**src/rtl/step_gen.sv**
```systemverilog
// Three-axis step pulse generator: loads per-axis velocities from a table,
// then spreads |v| step pulses evenly over PERIOD_CYCLES cycles.
module step_gen #(
  parameter int unsigned PERIOD_CYCLES = 1000
) (
  input  logic        clk,
  input  logic        N_reset,
  input  logic        update,
  output logic [1:0]  ra,
  input  logic [31:0] rd,
  input  logic        clr_err,
  output logic [2:0]  step,
  output logic [2:0]  dir,
  output logic        busy,
  output logic        overrun,
  output logic        sat
);

  localparam int unsigned   AW     = $clog2(2 * PERIOD_CYCLES);
  localparam int unsigned   CW     = $clog2(PERIOD_CYCLES);
  localparam logic [AW-1:0] PER_A  = AW'(PERIOD_CYCLES);
  localparam logic [CW-1:0] LAST_C = CW'(PERIOD_CYCLES - 1);
  localparam logic [31:0]   PER_32 = 32'(PERIOD_CYCLES);

  typedef enum logic [2:0] {IDLE, LOAD0, LOAD1, LOAD2, RUN} state_t;

  state_t        state_q, state_d;
  logic [AW-1:0] mag_q [3];
  logic [AW-1:0] mag_d [3];
  logic [AW-1:0] acc_q [3];
  logic [AW-1:0] acc_d [3];
  logic [AW-1:0] sum   [3];
  logic [CW-1:0] cnt_q, cnt_d;
  logic [1:0]    dirp_q, dirp_d;
  logic [2:0]    step_q, step_d;
  logic [2:0]    dir_q, dir_d;
  logic          busy_q, busy_d;
  logic          overrun_q, overrun_d;
  logic          sat_q, sat_d;

  logic          rd_neg, rd_big, ovr_set, sat_set;
  logic [31:0]   rd_abs;
  logic [AW-1:0] rd_mag;

  // -2^31 negates to itself, which read as unsigned is exactly 2^31.
  assign rd_neg = rd[31];
  assign rd_abs = rd_neg ? (~rd + 32'd1) : rd;
  assign rd_big = (rd_abs > PER_32);
  assign rd_mag = rd_big ? PER_A : rd_abs[AW-1:0];

  always_comb begin
    unique case (state_q)
      LOAD1:   ra = 2'd1;
      LOAD2:   ra = 2'd2;
      default: ra = 2'd0;
    endcase
  end

  always_comb begin
    state_d = state_q;
    cnt_d   = cnt_q;
    dirp_d  = dirp_q;
    dir_d   = dir_q;
    step_d  = '0;
    sat_set = 1'b0;
    ovr_set = update && (state_q != IDLE);
    for (int unsigned i = 0; i < 3; i++) begin
      mag_d[i] = mag_q[i];
      acc_d[i] = acc_q[i];
      sum[i]   = acc_q[i] + mag_q[i];
    end

    unique case (state_q)
      IDLE: begin
        if (update) state_d = LOAD0;
      end
      LOAD0: begin
        mag_d[0]  = rd_mag;
        dirp_d[0] = rd_neg;
        sat_set   = rd_big;
        state_d   = LOAD1;
      end
      LOAD1: begin
        mag_d[1]  = rd_mag;
        dirp_d[1] = rd_neg;
        sat_set   = rd_big;
        state_d   = LOAD2;
      end
      LOAD2: begin
        mag_d[2] = rd_mag;
        sat_set  = rd_big;
        dir_d    = {rd_neg, dirp_q};
        cnt_d    = '0;
        for (int unsigned i = 0; i < 3; i++) acc_d[i] = '0;
        state_d  = RUN;
      end
      RUN: begin
        if (update) begin
          state_d = LOAD0;
        end else begin
          for (int unsigned i = 0; i < 3; i++) begin
            if (sum[i] >= PER_A) begin
              acc_d[i]  = sum[i] - PER_A;
              step_d[i] = 1'b1;
            end else begin
              acc_d[i] = sum[i];
            end
          end
          if (cnt_q == LAST_C) state_d = IDLE;
          else                 cnt_d   = cnt_q + 1'b1;
        end
      end
      default: state_d = IDLE;
    endcase

    busy_d    = (state_d != IDLE);
    overrun_d = ovr_set ? 1'b1 : (clr_err ? 1'b0 : overrun_q);
    sat_d     = sat_set ? 1'b1 : (clr_err ? 1'b0 : sat_q);
  end

  always_ff @(posedge clk or negedge N_reset) begin
    if (!N_reset) begin
      state_q   <= IDLE;
      cnt_q     <= '0;
      dirp_q    <= '0;
      step_q    <= '0;
      dir_q     <= '0;
      busy_q    <= 1'b0;
      overrun_q <= 1'b0;
      sat_q     <= 1'b0;
      for (int unsigned i = 0; i < 3; i++) begin
        mag_q[i] <= '0;
        acc_q[i] <= '0;
      end
    end else begin
      state_q   <= state_d;
      cnt_q     <= cnt_d;
      dirp_q    <= dirp_d;
      step_q    <= step_d;
      dir_q     <= dir_d;
      busy_q    <= busy_d;
      overrun_q <= overrun_d;
      sat_q     <= sat_d;
      for (int unsigned i = 0; i < 3; i++) begin
        mag_q[i] <= mag_d[i];
        acc_q[i] <= acc_d[i];
      end
    end
  end

  assign step    = step_q;
  assign dir     = dir_q;
  assign busy    = busy_q;
  assign overrun = overrun_q;
  assign sat     = sat_q;

endmodule

```
**config.mk**
```make
export PLATFORM = sky130hd
export DESIGN_NAME = step_gen
export DESIGN_NICKNAME = d
export VERILOG_FILES = /design/src/rtl/step_gen.sv
export SDC_FILE = /design/constraint.sdc
export NUM_CORES = 1
export LEC_CHECK = 0
export CAP_MARGIN = 20
export CORE_AREA = 2 2 110 112
export DETAILED_ROUTE_END_ITERATION = 12
export DIE_AREA = 0 0 112 114
export DONT_BUFFER_PORTS = 1
export PLACE_DENSITY_LB_ADDON = 0.15
export SYNTH_ARGS = -nofsm -noshare
export SYNTH_HDL_FRONTEND = slang
export SYNTH_SLANG_ARGS = --single-unit
```
**constraint.sdc**
```tcl
create_clock -name clk -period 5 [get_ports clk]
set_input_delay 0.75 -clock clk [delete_from_list [all_inputs] [get_ports clk]]
set_output_delay 0.75 -clock clk [all_outputs]
set_load 0.02 [all_outputs]
```
## Word-level counts from Yosys, hierarchy flattened

Index checks and enable logic that the tools add are counted.

- Register bits: 90
- Input port bits: 36
- Output and inout port bits: 11
- Logic and storage cells: 69

- Add/sub/neg operators: 8
- Magnitude comparators: 4
- Equal/unequal tests: 7
- Multiplexer cells: 24
- Bitwise logic cells: 1
- Reductions and logical operators: 10

Operator list:

| cell | count |
|---|---|
| 33-bit one-hot mux with 2 select lines | 1 |
| 11-bit two-way mux | 4 |
| 11-bit adder | 3 |
| 11-bit by 10-bit >= comparator with 1-bit output (second input constant) | 3 |
| 33-bit two-way mux | 1 |
| 11-bit by 10-bit subtractor with 11-bit output (second input constant) | 3 |
| 32-bit by 1-bit adder with 32-bit output (second input constant) | 1 |
| 32-bit by 10-bit greater-than comparator with 1-bit output (second input constant) | 1 |
| 32-bit two-way mux | 1 |
| 32-bit inverter | 1 |
| 10-bit two-way mux | 2 |
| 10-bit one-hot mux with 2 select lines | 1 |
| 3-bit two-way mux | 5 |
| 3-bit one-hot mux with 5 select lines | 1 |
| 10-bit by 1-bit adder with 10-bit output (second input constant) | 1 |
| 10-bit equality test (second input constant) | 1 |
| 1-bit two-way mux | 7 |
| 3-bit by 2-bit equality test with 1-bit output (second input constant) | 2 |
| 2-bit nonzero test | 3 |
| 3-bit nonzero test | 2 |
| 2-bit inequality test (second input constant) | 2 |
| 2-bit one-hot mux with 2 select lines | 1 |
| 3-bit by 1-bit equality test with 1-bit output (second input constant) | 1 |
| 3-bit equality test (second input constant) | 1 |
| 5 further kinds | 5 |

## Longest topological paths before layout

- Depth after elaboration: 6
- Mapped depth: 14
- Gate-level depth less buffers: 13

## Worst setup path before layout

Ideal clock, no wire load.

- Path type: register to register
- Start point: register mag_q[22] in the netlist's numbering
- End point: register acc_q[27] in the netlist's numbering
- Library setup time: 0.122 ns
- Arrival time: 3.054 ns
- Required time: 4.878 ns
- Path slack: 1.824 ns
- Stages on the path, launching flop included: 11
- Buffers on the path: 0
- Clock period less this slack: 3.176 ns
- Cell sequence: dfrtp_1 -> ha_1 -> fa_1 -> a21o_1 -> a2111o_1 -> xor2_1 -> o211ai_1 -> nor4_2 -> a21oi_2 -> or3_1 -> a32o_1

- Longest elaborated chain between the ends: 5
- Elaborated cells on any way between the ends: 6
- Classes of those cells: add/sub (2); order compare (1); mux (3)

RTL lines:

| item | RTL line | source |
|---|---|---|
| start: declaration | 28 | `logic [AW-1:0] mag_q [3];` |
| start signal: indexed assignment | 145 | `mag_q[i] <= mag_d[i];` |
| 11-bit adder (*) | 70 | `sum[i] = acc_q[i] + mag_q[i];` |
| 11-bit by 10-bit subtractor with 11-bit output or 11-bit by 10-bit >= comparator with 1-bit output (tied branches) | 103, 102 |  |
| 11-bit two-way mux (*) | 102 | `if (sum[i] >= PER_A) begin` |
| 33-bit two-way mux (*) | 98 | `if (update) begin` |
| 33-bit one-hot mux with 2 select lines (*) | 73 | `unique case (state_q)` |
| end signal: indexed assignment | 146 | `acc_q[i] <= acc_d[i];` |
| end: declaration | 30 | `logic [AW-1:0] acc_q [3];` |

Every way passes the cells marked *; elsewhere a longest branch is shown, timed or not. The select of a mux whose other input is x is not followed.
A chain may end at the register's enable or synchronous reset.

## Final worst setup path

Same ends and word-level chain as after synthesis.

==> qor.txt <==
critical path class -> flip-flop to flip-flop
clk slew on worst S/H paths -> 0.06 ns
Comb pwr share -> 0.501
total congestion overflow -> 0
maximum vdd drop -> 0.349 mV
P_leak -> 3.07 nW
area grow syn2layout -> 5.92%
Net Count, Synth -> 851
Worst Hold Class -> input pin to asynchronous set/reset pin
Synth Flop Type -> dfrtp_1
CP Capture Type -> flip-flop
number of post-CTS setup repair buffers -> 0
Synth Area in Compound Gates -> 0.211
Final Cycle Share -> 0.703
layout cells sized above 1 -> 0.0717
critical path startpoint category -> flip-flop
Vias -> 5,878
final-layout fill cell count -> 1,051
CP Max Fanout -> 6
CTS H-tree depth -> 3
Yosys reg bits -> 90
Final Setup Violations -> 0
Clock Tree Buf Depth -> 2
nets -> 836
Mapped Cells -> 777
core footprint -> 11,700 µm²
post-synth top area cell -> dfrtp_1
worst stage delay on the critical path -> 0.55 ns
io pins -> 47
sum of negative setup slack -> 0 ns
Mapped Avg Cell Area -> 8.71 µm²
Port Buffer Count -> 0
fin. max-slew vios -> 0
Slew HR -> 0.398
PwrDens -> 456 nW/µm²
Post-Synth Simple-Gate Area -> 0.265
Layout Skew -> 0.00468 ns
CTS tree -> done
Syn. warnings -> 0
maximum clock frequency -> 284 MHz
Critical Path RT -> 5.23 ns
Final Hold Viols -> 0
Remaining DRCs -> 0
largest family of logic cells by synthesized area -> simple AND/OR/NAND/NOR gates
largest net degree at the start of global routing -> 91
DRT Pass-1 Iters -> 5
Pint -> 1.85 mW
CP arrival -> 3.75 ns
Post-Route WL -> 16,000 µm
CP bufs+invs -> 0
Switching Fraction -> 0.433
largest cells by area after synthesis -> dfrtp_1, ha_1, nor2_1
Net Switching -> 1.41 mW
Initial Util -> 0.578
Post-Syn Area -> 6770 µm²
ys async rst share -> 1.00
clock sinks -> 90
Routed Antenna Nets -> 0
routed len/inst -> 17.5 µm
min cycle time layout -> 3.52 ns
Die H -> 114 µm
Slowest cell on crit path -> a2111oi_0
vias in the first global route -> 5,623
Final Instance Count excl. Fillers -> 914
CP Cell Sequence -> ha_1, fa_1, a21o_1, a211o_1, a2111oi_0, o211ai_1, nor4_2, a21oi_2, or3_1, a32o_1
status -> completed
register area share after synthesis -> 0.333
Yosys cell types -> 83
initial antenna violation count -> 0
number of hold buffers added after CTS -> 0
Cells after DPL -> 898
unrepaired setup endpoints after global routing -> false
routability cong. -> 0.938
CTS Buf Count -> 9
Via density -> 6.43
drt first-iter violations -> 413
measured slew at the worst slew-check pin -> 0.897 ns
Worst-Skew Late Latency -> 0.34 ns
HPWL Detailed -> 11,600 µm
Post-Synth XOR/XNOR Area -> 0.0595
die width -> 112 µm
Global Route Usage Sum -> 0.258
ANT cells -> 0
max-cap violations -> 0
Flop pwr share -> 0.290
Post-Synth Adder-Cell Area -> 0.0736
cell family with most CP delay -> compound AO/OA/AOI/OAI gates
Post-synth EDFFs -> 0
CTS Root Cell -> clkbuf_16
floorplan row count -> 40
first-pass GRT wire length -> 26,900 µm
post-CTS resize count -> 0
die area -> 12,800 µm²
Clk pwr share -> 0.209
Synth top area share -> 0.333
mux contribution to synthesized area -> 0.0198
-- cells in the mapped netlist (all sizes together) (12+ instances only) --
cell type and n:
o21ai 37, nor2b 13, clkbuf 28, a31o 13
xor2 25, a21oi 21, o31ai 12, xnor2 21
or3 15, nor4 20, nor2 78, nand3 29
a31oi 24, dfrtp 90, inv 27, ha 35
nor3 31, nand4 16, nand2 72
-- per-layer routing --
layer | global-route usage | share of wire | vias up | routed length, µm
met5 | 0 | 0 | - | 0
met1 | 0.351 | 0.46 | 2840 | 7340
met3 | 0.0499 | 0.051 | 17 | 810
met2 | 0.425 | 0.48 | 154 | 7610
li1 | - | - | 2867 | -
met4 | 0.0748 | 0.015 | 0 | 238
-- final timing paths --
kind | from | endpoint | slack (ns) | cells after the start
min in group clk | dirp_q[0] | dir[0] | 0.48 | 2
max reg2reg | mag_q[22] | acc_q[27] | 1.48 | 10
max | mag_q[22] | acc_q[27] | 1.48 | 10
max in group asynchronous | N_reset | cnt_q[7] | 4.79 | 0
min | N_reset | acc_q[30] | 0.1 | 0
min reg2reg | dirp_q[0] | dir[0] | 0.48 | 2
-- flip-flops by register name, summed over array words and instances (netlist names) --
name,count
busy,1
sat,1
dir,3
dirp_q,2
acc_q,33
overrun,1
state_q,3
mag_q,33
step,3
cnt_q,10
-- final cells by class --
| type | instances | area (µm²) | share of cell area |
|---|---|---|---|
| multi-input cells | 625 | 4270 | 0.596 |
| inverters | 28 | 105 | 0.0147 |
| well taps | 147 | 184 | 0.0257 |
| repair buffers | 8 | 60.1 | 0.00838 |
| clock buffers | 10 | 229 | 0.0319 |
| flip-flops and latches | 90 | 2250 | 0.314 |
| clock inverters | 6 | 65.1 | 0.00908 |
-- cells by family (layout without fill, tap and decap cells) --
group / count (synthesis) / count (layout)
flip-flops: 90 / 90
adder cells (fa/ha/maj): 38 / 38
multiplexers: 13 / 13
XOR/XNOR: 46 / 46
AO/OA/AOI/OAI: 194 / 194
buffers and inverters: 62 / 52
AND/OR/NAND/NOR: 334 / 334
-- layout by cell type, fill, tap and decap left out, types with 24 or more instances in the layout --
| cell | n |
|---|---|
| nor3_1 | 30 |
| nand3_1 | 29 |
| a31oi_1 | 24 |
| nand2_1 | 72 |
| inv_1 | 27 |
| ha_1 | 35 |
| dfrtp_1 | 90 |
| o21ai_0 | 33 |
| xor2_1 | 25 |
| nor2_1 | 77 |
-- metrics by stage --
stage          worst slack (ns)   util  hold slack (ns)  instance area, µm²  power, mW
6_report                   1.48  0.612           0.0985                7170       3.27
5_1_grt                    1.35  0.612           0.0809                7170       3.51
2_1_floorplan              1.82      -            0.435                6770       2.24
3_5_place_dp               1.52  0.587            0.457                6870       2.57
3_3_place_gp               1.66  0.587            0.457                6870       2.51
4_1_cts                    1.50  0.612           0.0917                7170       3.26
-- power by group through the flow --
stage	sequential, mW	combinational, mW	clock, mW
6_report	0.947	1.64	0.684
5_1_grt	0.962	1.82	0.725
4_1_cts	0.949	1.62	0.695
3_5_place_dp	0.960	1.61	0
3_3_place_gp	0.957	1.56	0
2_1_floorplan	0.914	1.33	0
Power figures use the tool's default switching activity.
